`src/rtl/mmu_stream_loader.sv`:
```
// mmu_stream_loader
//   Feeds the processing_element array from a valid/ready beat stream. A job
//   runs three load phases: initial-C (ARRAY_SIZE beats), then A and B
//   (MATRIX_DEPTH beats each). After loading, it waits for the array to pass
//   through OUT and return to INIT, and then pulses done.
// Ports
//   clk, rst_n  clock and synchronous active-low reset
//   start       request a job (honoured only in IDLE)
//   s_data      beat payload; lane j -> column j
//   s_valid     beat valid
//   s_last      beat marker; expected only on the final B beat
//   s_ready     beat accepted when s_valid && s_ready
//   pe_state    one-hot ap_state of PE(0,0)
//   ap_start    PE start (high through LOAD_C, aligned with ap_ctrl)
//   ap_ctrl     PE advance strobe; col_data is valid whenever it is high
//   col_data    column read buses
//   busy        job in progress
//   done        single-cycle end-of-job pulse
//   len_err     sticky s_last placement error
module mmu_stream_loader #(
  parameter int DATA_WIDTH   = 16,
  parameter int ARRAY_SIZE   = 16,
  parameter int MATRIX_DEPTH = 8000
) (
  input  logic                             clk,
  input  logic                             rst_n,
  input  logic                             start,
  input  logic [DATA_WIDTH*ARRAY_SIZE-1:0] s_data,
  input  logic                             s_valid,
  input  logic                             s_last,
  output logic                             s_ready,
  input  logic [7:0]                       pe_state,
  output logic                             ap_start,
  output logic                             ap_ctrl,
  output logic [DATA_WIDTH*ARRAY_SIZE-1:0] col_data,
  output logic                             busy,
  output logic                             done,
  output logic                             len_err
);

  localparam int CW = $clog2(MATRIX_DEPTH) + 1;
  localparam logic [7:0] PE_INIT = 8'h01;
  localparam logic [7:0] PE_OUT  = 8'h80;

  typedef enum logic [2:0] {
    IDLE, LOAD_C, LOAD_A, LOAD_B, WAIT_OUT, WAIT_INIT
  } state_t;

  state_t                           state, state_n;
  logic [CW-1:0]                    beat_cnt, beat_cnt_n;
  logic                             s_ready_n, ap_ctrl_n, ap_start_n, len_err_n;
  logic [DATA_WIDTH*ARRAY_SIZE-1:0] col_data_n;
  logic                             accept, final_beat;

  assign accept     = s_valid && s_ready;
  assign final_beat = (state == LOAD_C) ? (beat_cnt == CW'(ARRAY_SIZE - 1))
                                        : (beat_cnt == CW'(MATRIX_DEPTH - 1));

  // done/busy are decoded from state so done lands on the INIT cycle itself
  // and busy falls in that same cycle.
  assign done = (state == WAIT_INIT) && (pe_state == PE_INIT);
  assign busy = (state != IDLE) && !done;

  always_comb begin
    state_n    = state;
    beat_cnt_n = beat_cnt;
    s_ready_n  = s_ready;
    ap_ctrl_n  = accept;
    col_data_n = accept ? s_data : col_data;
    ap_start_n = (state == LOAD_C);
    len_err_n  = len_err;
    unique case (state)
      IDLE: begin
        if (start) begin
          state_n    = LOAD_C;
          beat_cnt_n = '0;
          s_ready_n  = 1'b1;
          len_err_n  = 1'b0;
        end
      end
      LOAD_C, LOAD_A, LOAD_B: begin
        if (accept) begin
          if (s_last != ((state == LOAD_B) && final_beat)) len_err_n = 1'b1;
          if (final_beat) begin
            beat_cnt_n = '0;
            unique case (state)
              LOAD_C:  state_n = LOAD_A;
              LOAD_A:  state_n = LOAD_B;
              default: begin
                state_n   = WAIT_OUT;
                s_ready_n = 1'b0;
              end
            endcase
          end else begin
            beat_cnt_n = beat_cnt + CW'(1);
          end
        end
      end
      WAIT_OUT:  if (pe_state == PE_OUT)  state_n = WAIT_INIT;
      WAIT_INIT: if (pe_state == PE_INIT) state_n = IDLE;
      default:   state_n = IDLE;
    endcase
  end

  always_ff @(posedge clk) begin
    if (!rst_n) begin
      state    <= IDLE;
      beat_cnt <= '0;
      s_ready  <= 1'b0;
      ap_ctrl  <= 1'b0;
      ap_start <= 1'b0;
      col_data <= '0;
      len_err  <= 1'b0;
    end else begin
      state    <= state_n;
      beat_cnt <= beat_cnt_n;
      s_ready  <= s_ready_n;
      ap_ctrl  <= ap_ctrl_n;
      ap_start <= ap_start_n;
      col_data <= col_data_n;
      len_err  <= len_err_n;
    end
  end

endmodule
```
`config.mk`:
```
export PLATFORM = sky130hd
export DESIGN_NAME = mmu_stream_loader
export DESIGN_NICKNAME = d
export VERILOG_FILES = /design/src/rtl/mmu_stream_loader.sv
export SDC_FILE = /design/constraint.sdc
export NUM_CORES = 1
export LEC_CHECK = 0
export CELL_PAD_IN_SITES_DETAIL_PLACEMENT = 1
export CELL_PAD_IN_SITES_GLOBAL_PLACEMENT = 1
export CORE_ASPECT_RATIO = 0.8
export CORE_MARGIN = 3
export CORE_UTILIZATION = 24
export DETAILED_ROUTE_END_ITERATION = 8
export PLACE_DENSITY = 0.83
export SLEW_MARGIN = 5
export SYNTH_ARGS = -nofsm -noshare
export SYNTH_HDL_FRONTEND = slang
export SYNTH_SLANG_ARGS = --single-unit
```
`constraint.sdc`:
```
create_clock -name clk -period 1.82 [get_ports clk]
set_input_delay 0.364 -clock clk [delete_from_list [all_inputs] [get_ports clk]]
set_output_delay 0.364 -clock clk [all_outputs]
set_load 0.05 [all_outputs]
```
==> reports/results.txt, run 1 <==
The die covers 0.04369 mm^2. For the pin with the worst max-slew slack, the measured transition is 0.4725 ns. The share of synthesized registers carrying an async set or reset is 0%. Fraction of layout instances using a drive strength above 1: 25.18%. The launch point of the worst path was pe_state[1]. The top fanout value on the critical path is 2. The final count of negative-setup-slack endpoints is 11.

Setup repair after global routing could not meet its margin everywhere. After clock tree synthesis, the clock-pin slew on the worst setup and hold paths is 0.06 ns. At the placement stage, the worst setup path has a slack of -0.7005 ns. The worst setup skew after layout is 0.007630 ns, and the initial detailed-routing violation count is 326.

The logs give 0 for the number of hold-slack violations in the final timing report and 1 for the maximum level of the CTS H-tree. The number of synthesis warnings was 0; the final worst setup slack was -0.2433 ns. The first TritonRoute pass finished after 4 iterations. The final max-slew violation count was 0; the port buffer count was 530. The worst hold path begins at s_data[254]. The leftover overflow at the end of global routing came out at 0. For the number of antenna violations at the first check in global routing, the log shows 6. The final reports fail on negative setup slack.

The run gives 0 as the remaining number of nets flagged by the antenna check after routing. For this run, the leading register cell type out of synthesis is dfxtp_1. The register area share after synthesis is 56.08%. STA classifies the critical path startpoint as an input pin.

The flip-flop and latch count after synthesis came out at 277. The critical path is of the in -> out type. Dividing the detail-routed wire length by the instance count gives 18.68 um. The overall die height was 187.6 um. The routed design uses 22930 um of met2 wire. The cell with the largest stage delay on the worst path was or4_4. From left edge to right edge, the die measures 232.9 um.

The via density per instance is 4.616. The final critical path takes up 113.4% of the cycle. Walking the worst path, the cells encountered are buf_6 > or4_4 > nor4_4 > and3_4 > nor2_4 > buf_8.

The logs give 0.56 ns for the clock network latency to the later pin of the worst-skew pair and 1264 for the post-synthesis instance total. The final weighted congestion in routability-driven placement is 0.8201, and the global-route wire length before repair is 67230 um. The number of nets handed over by synthesis was 1534. The run finished, with violations left. In this run the core area contains 65 standard-cell rows.

For the normalized max-slew margin, the log shows 68.36%. VDD sags by at most 0.0006044 V. TritonCTS built the clock tree.

The tools report the TritonCTS buffer count as 29. In this run the worst hold path is classified as in -> reg. In this run the critical register-to-register path is launched from beat_cnt[12].

In the final routing, the length of wire on met1 measures 16040 um. Entering global routing, the biggest net connects 66 pins. Leakage power total: 6.872 nW. Across every metal layer, demand over resource in global routing totals 19.24%.

The mapped netlist covers 0.009888 mm^2. Compared with the post-synthesis result, the final layout area differs by 74.71%. Uppermost layer routed: met5. The total wire length after detailed routing was 44750 um; the routed length on met3 was 3939 um.

The tools report the clock tree root driver cell as clkbuf_16. The clock sink count is 277, and the total half-perimeter wirelength after legalization and detailed placement is 32940 um. The power per unit of standard cell area is 1084 mW/mm^2, and the number of max-cap violations is 0. The number of flops mapped to enable cells by yosys was 0; the number of different library cells in the post-synthesis netlist was 47.

The logs give 11960 for the via count of the first global-routing pass and 2103 for the total number of nets in the final design. Subtracting the final worst setup slack from the clock period gives 2.063 ns. The run gives 3 as the largest buffer count on any clock path. The completed layout was analyzed and its total power is 18.73 mW.

For the worst setup path, the data required time is 1.46 ns. The biggest cell delay along the critical path is 0.55 ns, and the mean instance size in the synthesized netlist is 7.823 um^2. For the maximum achievable frequency, the log shows 484.7 MHz. Summing over every cut layer, the via total after detailed routing is 11060.

STA puts the critical path data arrival time at 1.70 ns. During I/O placement, the number of pins put on the boundary was 531. The initial utilization of the core area, before any placement, comes to 24.71%. STA classifies the critical path endpoint as an output pin. The run gives 0.04001 mm^2 as the area of the core.

The DRC violations left came out at 0.
## critical path: cells and delay by family
family / cells / cell delay, ns
buffers and inverters: 2 / 0.23
AND/OR/NAND/NOR: 4 / 1.10
## power breakdown
| part | internal, mW | switching (mW) | leakage [nW] | total [mW] |
|---|---|---|---|---|
| combinational | 2.10 | 3.49 | 4.12 | 5.60 |
| sequential | 6.56 | 0.308 | 2.26 | 6.87 |
| clock | 3.65 | 2.61 | 0.490 | 6.26 |
## repair_timing
action | in CTS | in global routing
buffers inserted | 4 | 9
gates resized for setup | 40 | 27
hold endpoints to repair | 0 | 0
setup endpoints to repair | 12 | 17
pin swaps | 13 | 13
hold buffers | 0 | 0
## through the flow
| stage | cell area [um^2] | hold WS, ns | util [%] | instances | TNS (ns) |
|---|---|---|---|---|---|
| after detailed placement | 15960 | 0.4429 | 39.90 | 2325 | -9.881 |
| after floorplan | 9905 | 0.4573 | - | 1264 | -0.2654 |
| after global routing | 17280 | 0.3159 | 43.17 | 2396 | -2.092 |
| final | 17280 | 0.3412 | 43.17 | 2396 | -1.141 |
| after global placement | 15960 | 0.4402 | 39.90 | 2325 | -7.593 |
| after CTS | 17080 | 0.3056 | 42.69 | 2382 | -0.6656 |
## synthesized netlist by cell type (4+ instances only)
cell / count / area share [%]
nor2_1: 12 / 0.46
nand4_1: 5 / 0.32
xnor2_1: 4 / 0.35
a21oi_1: 266 / 13
buf_1: 9 / 0.34
clkbuf_1: 82 / 3.1
nor3_1: 4 / 0.20
nand2_1: 527 / 20
dfxtp_1: 277 / 56
nand3_1: 11 / 0.56
o21ai_0: 7 / 0.35
inv_1: 4 / 0.15
## final timing paths
check,to,slack [ns],cells after the start
worst max-delay path,busy,-0.24,6
worst min-delay path,col_data[254],0.34,3
worst max register to register,state[1],-0.18,7
worst min register to register,col_data[254],0.45,2
## layer usage
layer | global-route usage, % | vias to the layer above
li1 | - | 5276
met1 | 19.66 | 5265
met2 | 35.59 | 425
met3 | 6.774 | 93
met4 | 7.576 | 2
met5 | 0 | -
## registers in the layout (all words and copies together), names as in the netlist
signal	cells
len_err	1
s_ready	1
ap_ctrl	1
beat_cnt	14
col_data	256
state	3
ap_start	1
## layout make-up
class	instances	area, um^2
diodes	5	12.51
inverters	4	22.52
multi-input cells	890	4180
flip-flops and latches	277	5564
clock inverters	18	205.2
well taps	536	670.6
clock buffers	35	788.3
repair buffers	631	5832
fillers	4768	22740
## cell families (layout without fill, tap and decap cells)
| logic type | Yosys count | after routing | synth area share (%) |
|---|---|---|---|
| other | 0 | 5 | 0 |
| AO/OA/AOI/OAI | 295 | 295 | 15.72 |
| flip-flops | 277 | 277 | 56.08 |
| AND/OR/NAND/NOR | 589 | 589 | 23.93 |
| buffers and inverters | 97 | 688 | 3.707 |
| adder cells (fa/ha/maj) | 1 | 1 | 0.1265 |
| XOR/XNOR | 5 | 5 | 0.4428 |
## cells in the final DEF (no fill, tap or decap), drive strengths merged, types with 2 or more instances in the layout
cell type	count
o41ai	4
nor2	12
and4	2
nand3	11
diode	5
a21oi	266
clkinv	9
nor4b	2
and3	2
or3	2
a211oi	3
dfxtp	277
nor2b	3
bufinv	4
xnor2	4
clkdlybuf4s50	263
clkbuf	35
and2	2
inv	6
nand4	5
o31ai	2
a21o	3
or4b	2
nor3	4
clkinvlp	3
or4	3
o211ai	3
nand2	527
nor4	4
a31oi	3
buf	366
or2	2
nand3b	3
o21ai	7
Power figures use the tool's default switching activity.
==> run 2, diff against run 1 <==
Settings changed: CORE_AREA set to 3 3 208 210, CORE_ASPECT_RATIO 0.8 to unset, CORE_MARGIN 3 to unset, CORE_UTILIZATION 24 to unset, DIE_AREA set to 0 0 211 213, GPL_TIMING_DRIVEN set to 1, PLACE_DENSITY 0.83 to 0.79.
Clock period 1.82 ns to 2.05 ns, I/O delays scaled along.
==> reports/results.txt, run 2 (synthesis gave the netlist of run 1 again) <==
In this run the worst path has a maximum fanout of 2. In this run the most critical hold path is launched from s_data[200]. At the worst endpoint, the arrival time is 1.77 ns. On the final layout, the worst clock skew is 0.01997 ns. The clock reaches the later pin of the worst-skew pair after 0.53 ns.

The number of cells on the worst reg-to-reg path is 5. Setup slack on the worst reg-to-reg path comes out at 0 ns. The largest registers in the layout are col_data x256, beat_cnt x14, state x3. The final worst setup slack came out at -0.1294 ns. In this run the power density over the cells is 983.5 mW/mm^2.

The pin slew with the least headroom to its limit works out to 0.8013 ns. Hold timing on the final database bottoms out at a slack of 0.4257 ns. Of the total power, the share spent switching nets is 33.10%. The share of total power dissipated in combinational logic is 27.1%. Entering global routing, the biggest net connects 147 pins. For this configuration, the core starts out at a cell density of 23.68%. The tools report the remaining number of nets flagged by the antenna check after routing as 0.

Leaving out fill and tap cells, the most frequent cells in the layout are nand2_1, dfxtp_1, a21oi_1, clkdlybuf4s50_1, dlygate4sd2_1. Dividing the detail-routed wire length by the instance count gives 17.81 um. The die covers 0.04494 mm^2. Leakage power total: 7.256 nW.

Critical setup path kind: in -> out. The tools report the end point of the most critical hold path as col_data[200]. Setup violations remaining at the end of the flow were counted as 2. The number of stages on the worst hold path came out at 3. The path type of the worst min-delay path was in -> reg.

Headroom to the max-slew limit came out at 46.58%. The H-tree generated during clock tree synthesis spans 2 levels. Commonest non-fill, non-tap cell in the layout: nand2_1. Buffers inserted to repair hold after CTS numbered 0.

The core region is 0.04176 mm^2. The routed layout has 10760 vias. Port buffering added 530 buffers. Timing would allow up to 458.8 MHz. After floorplanning, the core was divided into 75 placement rows.

The final layout contains 2068 nets. The startpoint identified for the worst register-to-register timing path is beat_cnt[13]. Setup repair after global routing could not meet its margin everywhere. The total half-perimeter wirelength after legalization and detailed placement came out at 30800 um. The pre-antenna-repair detailed-routing pass consisted of 4 iterations. For this run the aggregate overflow at the end of global routing stands at 0. The fraction of layout instances using a drive strength above 1 was 8.516%. The first global-routing pass estimated 62570 um of wire. The largest buffer count on any clock path was 3. The number of max-cap violations is 0. The flow ran to the end, but the final reports show violations. The part of the total power dissipated in the clock network came out at 36.9%. The logs give 34 for the TritonCTS buffer count and 1 for the number of antenna violations at the first check in global routing. After routing the design area is 0.01708 mm^2.

After detailed routing, the total wire length is 42030 um. In the routed design, unresolved DRC markers number 0. After the first detailed-routing iteration, the DRC count stood at 335. The tools report the total power of the final layout as 16.79 mW. The tools report the clock tree root driver cell as clkbuf_16.

Global routing used 17.57% of the available tracks across all layers. The clock net in this run drives a total of 277 sinks. The congestion estimate from routability-driven global placement came to 0.8092. The worst-case IR drop observed on VDD is 0.0006395 V.

For the part of the total power dissipated in sequential elements, the log shows 36.0%. The internal power of the cells totals 11.23 mW. In this run the critical register-to-register path is captured at state[1]. For the via count of the first global-routing pass, the log shows 11510.

In this run the cell area measured after placement is 0.01618 mm^2. The via density per instance came out at 4.559. The logs give 5.558 mW for the power dissipated by switching net loads and -0.5657 ns for the pre-CTS setup slack. From synthesis to final layout, the design area changed by 72.68%.

The type of origin of the critical path is an input pin. The final max-slew violation count was 0; the overall die height was 213 um. The required time reported for the critical path endpoint was 1.64 ns; the x dimension of the die was 211 um. For the fill cell total of the finished layout, the log shows 5066. Number of hold-slack violations in the final timing report: 0.

STA classifies the critical path endpoint as an output pin. The worst path needs 2.179 ns of the cycle, external delays included. Register with the highest flop count: col_data.

The final reports fail on negative setup slack. 531 I/O pins were placed. Clock slew seen by the registers of the worst setup and hold paths: 0.06 ns. TritonCTS built the clock tree. The number of flip-flops in the largest register is 256, and the part of the cycle the worst path needs is 106.3%.
[run 2: what timing repair did]
item | CTS | global route
endpoints found under the hold margin | 0 | 0
resized for setup | 260 | 13
buffers inserted | 1 | 1
pin swaps | 4 | 6
setup endpoints to repair | 248 | 10
[run 2: power groups by stage]
stage               combinational, mW  clock [mW]  sequential [mW]
floorplan                        1.22           0             7.54
global placement                 4.68           0             6.15
detailed placement               4.77           0             6.18
CTS                              4.54        6.38             6.05
global route                     4.85        6.60             6.11
finish                           4.55        6.19             6.05
[run 2: how the worst max path moves through the flow]
stage | startpoint | cells past startpoint | endpoint
2_1_floorplan | pe_state[1] | 4 | busy
6_report | pe_state[1] | 6 | busy
5_1_grt | pe_state[1] | 6 | busy
4_1_cts | pe_state[5] | 6 | busy
3_5_place_dp | pe_state[1] | 6 | state[1]
3_3_place_gp | pe_state[1] | 6 | state[0]
[run 2: area by class of cell]
cell class | instances | area, um^2 | share of cell area [%]
Sequential cell | 277 | 5547 | 32.48
Clock inverter | 11 | 136.4 | 0.7987
Clock buffer | 47 | 1013 | 5.935
Antenna cell | 1 | 2.502 | 0.01466
Tap cell | 539 | 674.4 | 3.950
Inverter | 4 | 22.52 | 0.1319
Multi-Input combinational cell | 890 | 4028 | 23.59
Timing Repair Buffer | 591 | 5652 | 33.10
[run 2: worst max-delay path, cell delays in order]
cell    delay [ns]
buf_6         0.09
or4_4         0.57
nor4_4        0.25
and3_4        0.26
nor2_4        0.04
buf_8         0.14
[run 2: metrics by stage]
step	instances	utilization [%]	TNS, ns
floorplan	1264	-	0
global placement	2299	38.75	-4.916
detailed placement	2299	38.75	-5.719
CTS	2358	40.78	-0.3669
global route	2360	40.89	-0.4090
finish	2360	40.89	-0.2183
[run 2: per-layer routing]
layer	global-route usage, %	part of all wire [%]	wire length, um
met2	31.71	49	20790
met5	0	0	0
met4	7.113	3.4	1444
met3	7.082	10	4210
met1	18.20	37	15590
==> run 3, diff against run 2 <==
Settings changed: ABC_AREA set to 1.
==> reports/results.txt, run 3 <==
The flow ran to the end, but the final reports show violations. The final reports fail on negative setup slack. In the synthesized netlist the dominant register cell turns out to be dfxtp_1. The most used cell along the critical path is buf_6.

The layout overhead on the synthesized area works out to 71.81%. The logs give 1.67 ns for the arrival time at the worst endpoint and 0 for the final max-slew violation count. After synthesis, flip-flops and latches occupy 55.82% of the total area. After clock tree synthesis, the clock-pin slew on the worst setup and hold paths is 0.06 ns. More flip-flops sit in one register than any other, and that register is col_data.

In the routed design, unresolved DRC markers number 0. The total area inside the core boundary comes to 0.04176 mm^2. Pre-CTS setup slack: -0.5889 ns.

For the pin with the worst max-slew slack, the measured transition is 0.5630 ns. Counting instances in the post-synthesis netlist gives the leading cell types as nor2_1, dfxtp_1, o21ai_0. Counting the buffers created by CTS gives 34. In this run the remaining antenna-violating nets after routing total 0. Adding up every negative setup slack in the final design gives -0.02747 ns.

The number of hold-slack violations in the final timing report came out at 0. The first routing iteration left 399 violations. Summed over all layers, the routed wires come to 42020 um. For this design the static power due to leakage is 7.597 nW.

The flip-flop and latch count after synthesis is 277, and the number of synthesis warnings is 0. For this run, the detailed router's first-pass iteration total came to 4. Along the worst path, the maximum fanout reaches 2. TritonCTS built the clock tree. For the maximum achievable frequency, the log shows 481.4 MHz. After synthesis, the share of cell area in mux cells is 0%. The post-synthesis instance total was 1290. After synthesis, the cell types taking the most area are dfxtp_1, nor2_1, o21ai_0. The die covers 0.04494 mm^2. The run gives 0.52 ns as the clock network latency to the later pin of the worst-skew pair. The library cell used most frequently in the layout, excluding fill and tap cells, is nor2_1. The final worst setup slack was -0.02747 ns; the biggest cell delay along the critical path was 0.25 ns. The tools report the maximum number of pins on one net before global-route repair as 99. The post-synthesis cell type with the largest combined area was dfxtp_1. For this run the aggregate overflow at the end of global routing stands at 0. The share of the synthesized area in the top cell type was 55.82%. The worst path in the final design needs a cycle of 2.077 ns, including I/O delays and setup.

The cell area after synthesis was 0.009935 mm^2; the share of synthesized registers carrying an async set or reset was 0%. The clock tree synthesis step divided the H-tree into 2 levels. The number of nets in the synthesized netlist is 1560. The final count of negative-setup-slack endpoints was 1; the fill cell total of the finished layout was 5033. After synthesis, the largest family of logic cells by area is simple AND/OR/NAND/NOR gates. For this configuration, the core starts out at a cell density of 23.79%.

The via density per instance is 4.477. Measured along the y axis, the die boundary spans 213 um. Global-route wire length before repair: 63180 um. The required time reported for the critical path endpoint is 1.64 ns, and the normalized max-slew margin is 62.62%. The critical path goes through buf_6 > or2_4 > nor2_4 > nand4_1 > nor4_4 > buf_4 > buf_6 > buf_12. At the end of the flow, the number of nets in the layout was 2095. Of the total synthesized cell area, the portion taken by full adders, half adders and majority gates is 0.1259%. For this design, the CTS-stage hold fixing added 0 buffers. Fraction of layout instances using a drive strength above 1: 9.459%. The path type of the worst min-delay path is in -> reg. Summing the areas of all and, or, nand and nor instances in the mapped netlist gives 25.16% of the synthesized area.

Kind of end point of the critical path: an output pin. The congestion estimate from routability-driven global placement came to 0.8027. Mean routed wirelength per cell: 17.58 um.

The worst setup path is of the in -> out kind. The number of antenna violations at the first check in global routing was 3. The wire-length estimate of the detail-placed layout is 30700 um.

The port buffer count works out to 530. The parity-gate share of the synthesized area counting xor and xnor cells works out to 0.6927%. Via count of the first global-routing pass: 11540. Max-cap violations in this run came to 0. Dividing the synthesized area by the synthesized cell count gives 7.701 um^2. The synthesized netlist devotes 13.55% of its cell area to compound gates.

Global routing used 17.84% of the available tracks. The number of flops mapped to enable cells by yosys was 0; the power per unit of standard cell area was 1278 mW/mm^2. The x dimension of the die was 211 um. The number of different library cells in the post-synthesis netlist came out at 30. The cell with the largest stage delay on the worst path was or2_4. Setup repair after global routing could not meet its margin everywhere. In the layout the commonest cells are nor2_1, dfxtp_1, o21ai_0, clkdlybuf4s50_1, dlygate4sd2_1. The register with the most flip-flops in the layout has 256 of them. Across the VDD grid, the largest voltage drop is 0.0006019 V. The clock arrives with 0.01345 ns of skew. Counting along the longest clock path gives a buffer depth of 3. The tools report the clock sink count as 277. The tree is rooted in a clkbuf_16. The total power of the final layout came out at 21.82 mW. The largest registers in the layout are col_data x256, beat_cnt x14, state x3.

For the number of vias in the routed layout, the log shows 10700. After floorplanning, the core was divided into 75 placement rows. In this run the count of I/O pins placed on the die edge is 531. The part of the cycle the worst path needs was 101.3%.

nor2_1 is the most common cell in the netlist. STA classifies the critical path startpoint as an input pin.
==> run 3: cell count changes after synthesis, sizes merged, moves of 4 or more <==
| cell | before | now |
|---|---|---|
| nor2 | 12 | 552 |
| buf | 11 | 28 |
| xnor2 | 4 | 0 |
| clkbuf | 82 | 59 |
| nand2 | 527 | 43 |
| o21ai | 7 | 260 |
| a21oi | 266 | 7 |
| inv | 4 | 22 |
| nor3 | 4 | 10 |
| xor2 | 1 | 7 |
| o41ai | 4 | 0 |
==> run 3: logic make-up (layout without fill, tap and decap cells) <==
| logic type | count (synthesis) | after routing |
|---|---|---|
| adders and majority gates | 1 | 1 |
| AOI/OAI and AO/OA | 268 | 268 |
| other | 0 | 1 |
| DFF | 277 | 277 |
| xor gates and xnor gates | 7 | 7 |
| and+or+nand+nor | 628 | 628 |
| buffers and inverters | 109 | 669 |
==> run 3: layer usage <==
metal | GRT usage (%) | share of wire (%) | up-vias
met5 | 0 | 0.081 | -
met3 | 6.671 | 8.3 | 95
met1 | 19.02 | 38 | 5026
met2 | 32.25 | 50 | 380
met4 | 6.628 | 3.5 | 4
li1 | - | - | 5195
==> run 3: final timing paths <==
path	from	end	slack, ns	cells past startpoint
setup / recovery	pe_state[3]	done	-0.03	8
hold / removal	rst_n	col_data[209]	0.27	3
setup reg to reg	beat_cnt[0]	beat_cnt[10]	0.32	10
hold reg to reg	len_err	len_err	0.45	2
==> run 3: per-stage QoR <==
stage | hold slack (ns) | util (%) | instances | instance area [um^2]
after global routing | 0.2586 | 40.87 | 2390 | 17070
after CTS | 0.2295 | 40.85 | 2389 | 17060
after detailed placement | 0.4448 | 38.43 | 2317 | 16050
after global placement | 0.4483 | 38.43 | 2317 | 16050
after floorplan | 0.4706 | - | 1290 | 9965
final | 0.2710 | 40.87 | 2390 | 17070
==> run 3: power breakdown <==
group / switching [mW] / leakage (nW) / internal (mW)
Combinational: 5.93 / 4.74 / 2.49
Clock: 2.40 / 0.598 / 4.13
Sequential: 0.514 / 2.26 / 6.36
==> run 3: timing repair <==
action,CTS,global route
resized for setup,265,1
pin swaps,7,2
buffers inserted,11,0
setup endpoints to repair,239,2
==> run 3: critical path: cells and delay by family <==
family | cells | cell delay, ns
buffers and inverters | 4 | 0.50
AND/OR/NAND/NOR | 4 | 0.76
==> run 3: area by class of cell <==
cell class / instances / area (um^2) / share of cell area, %
inverters: 22 / 95.09 / 0.5571
repair buffers: 586 / 5550 / 32.52
flip-flops and latches: 277 / 5553 / 32.53
multi-input cells: 904 / 3973 / 23.27
diodes: 1 / 2.502 / 0.01466
clock buffers: 50 / 1035 / 6.062
clock inverters: 11 / 186.4 / 1.092
well taps: 539 / 674.4 / 3.951
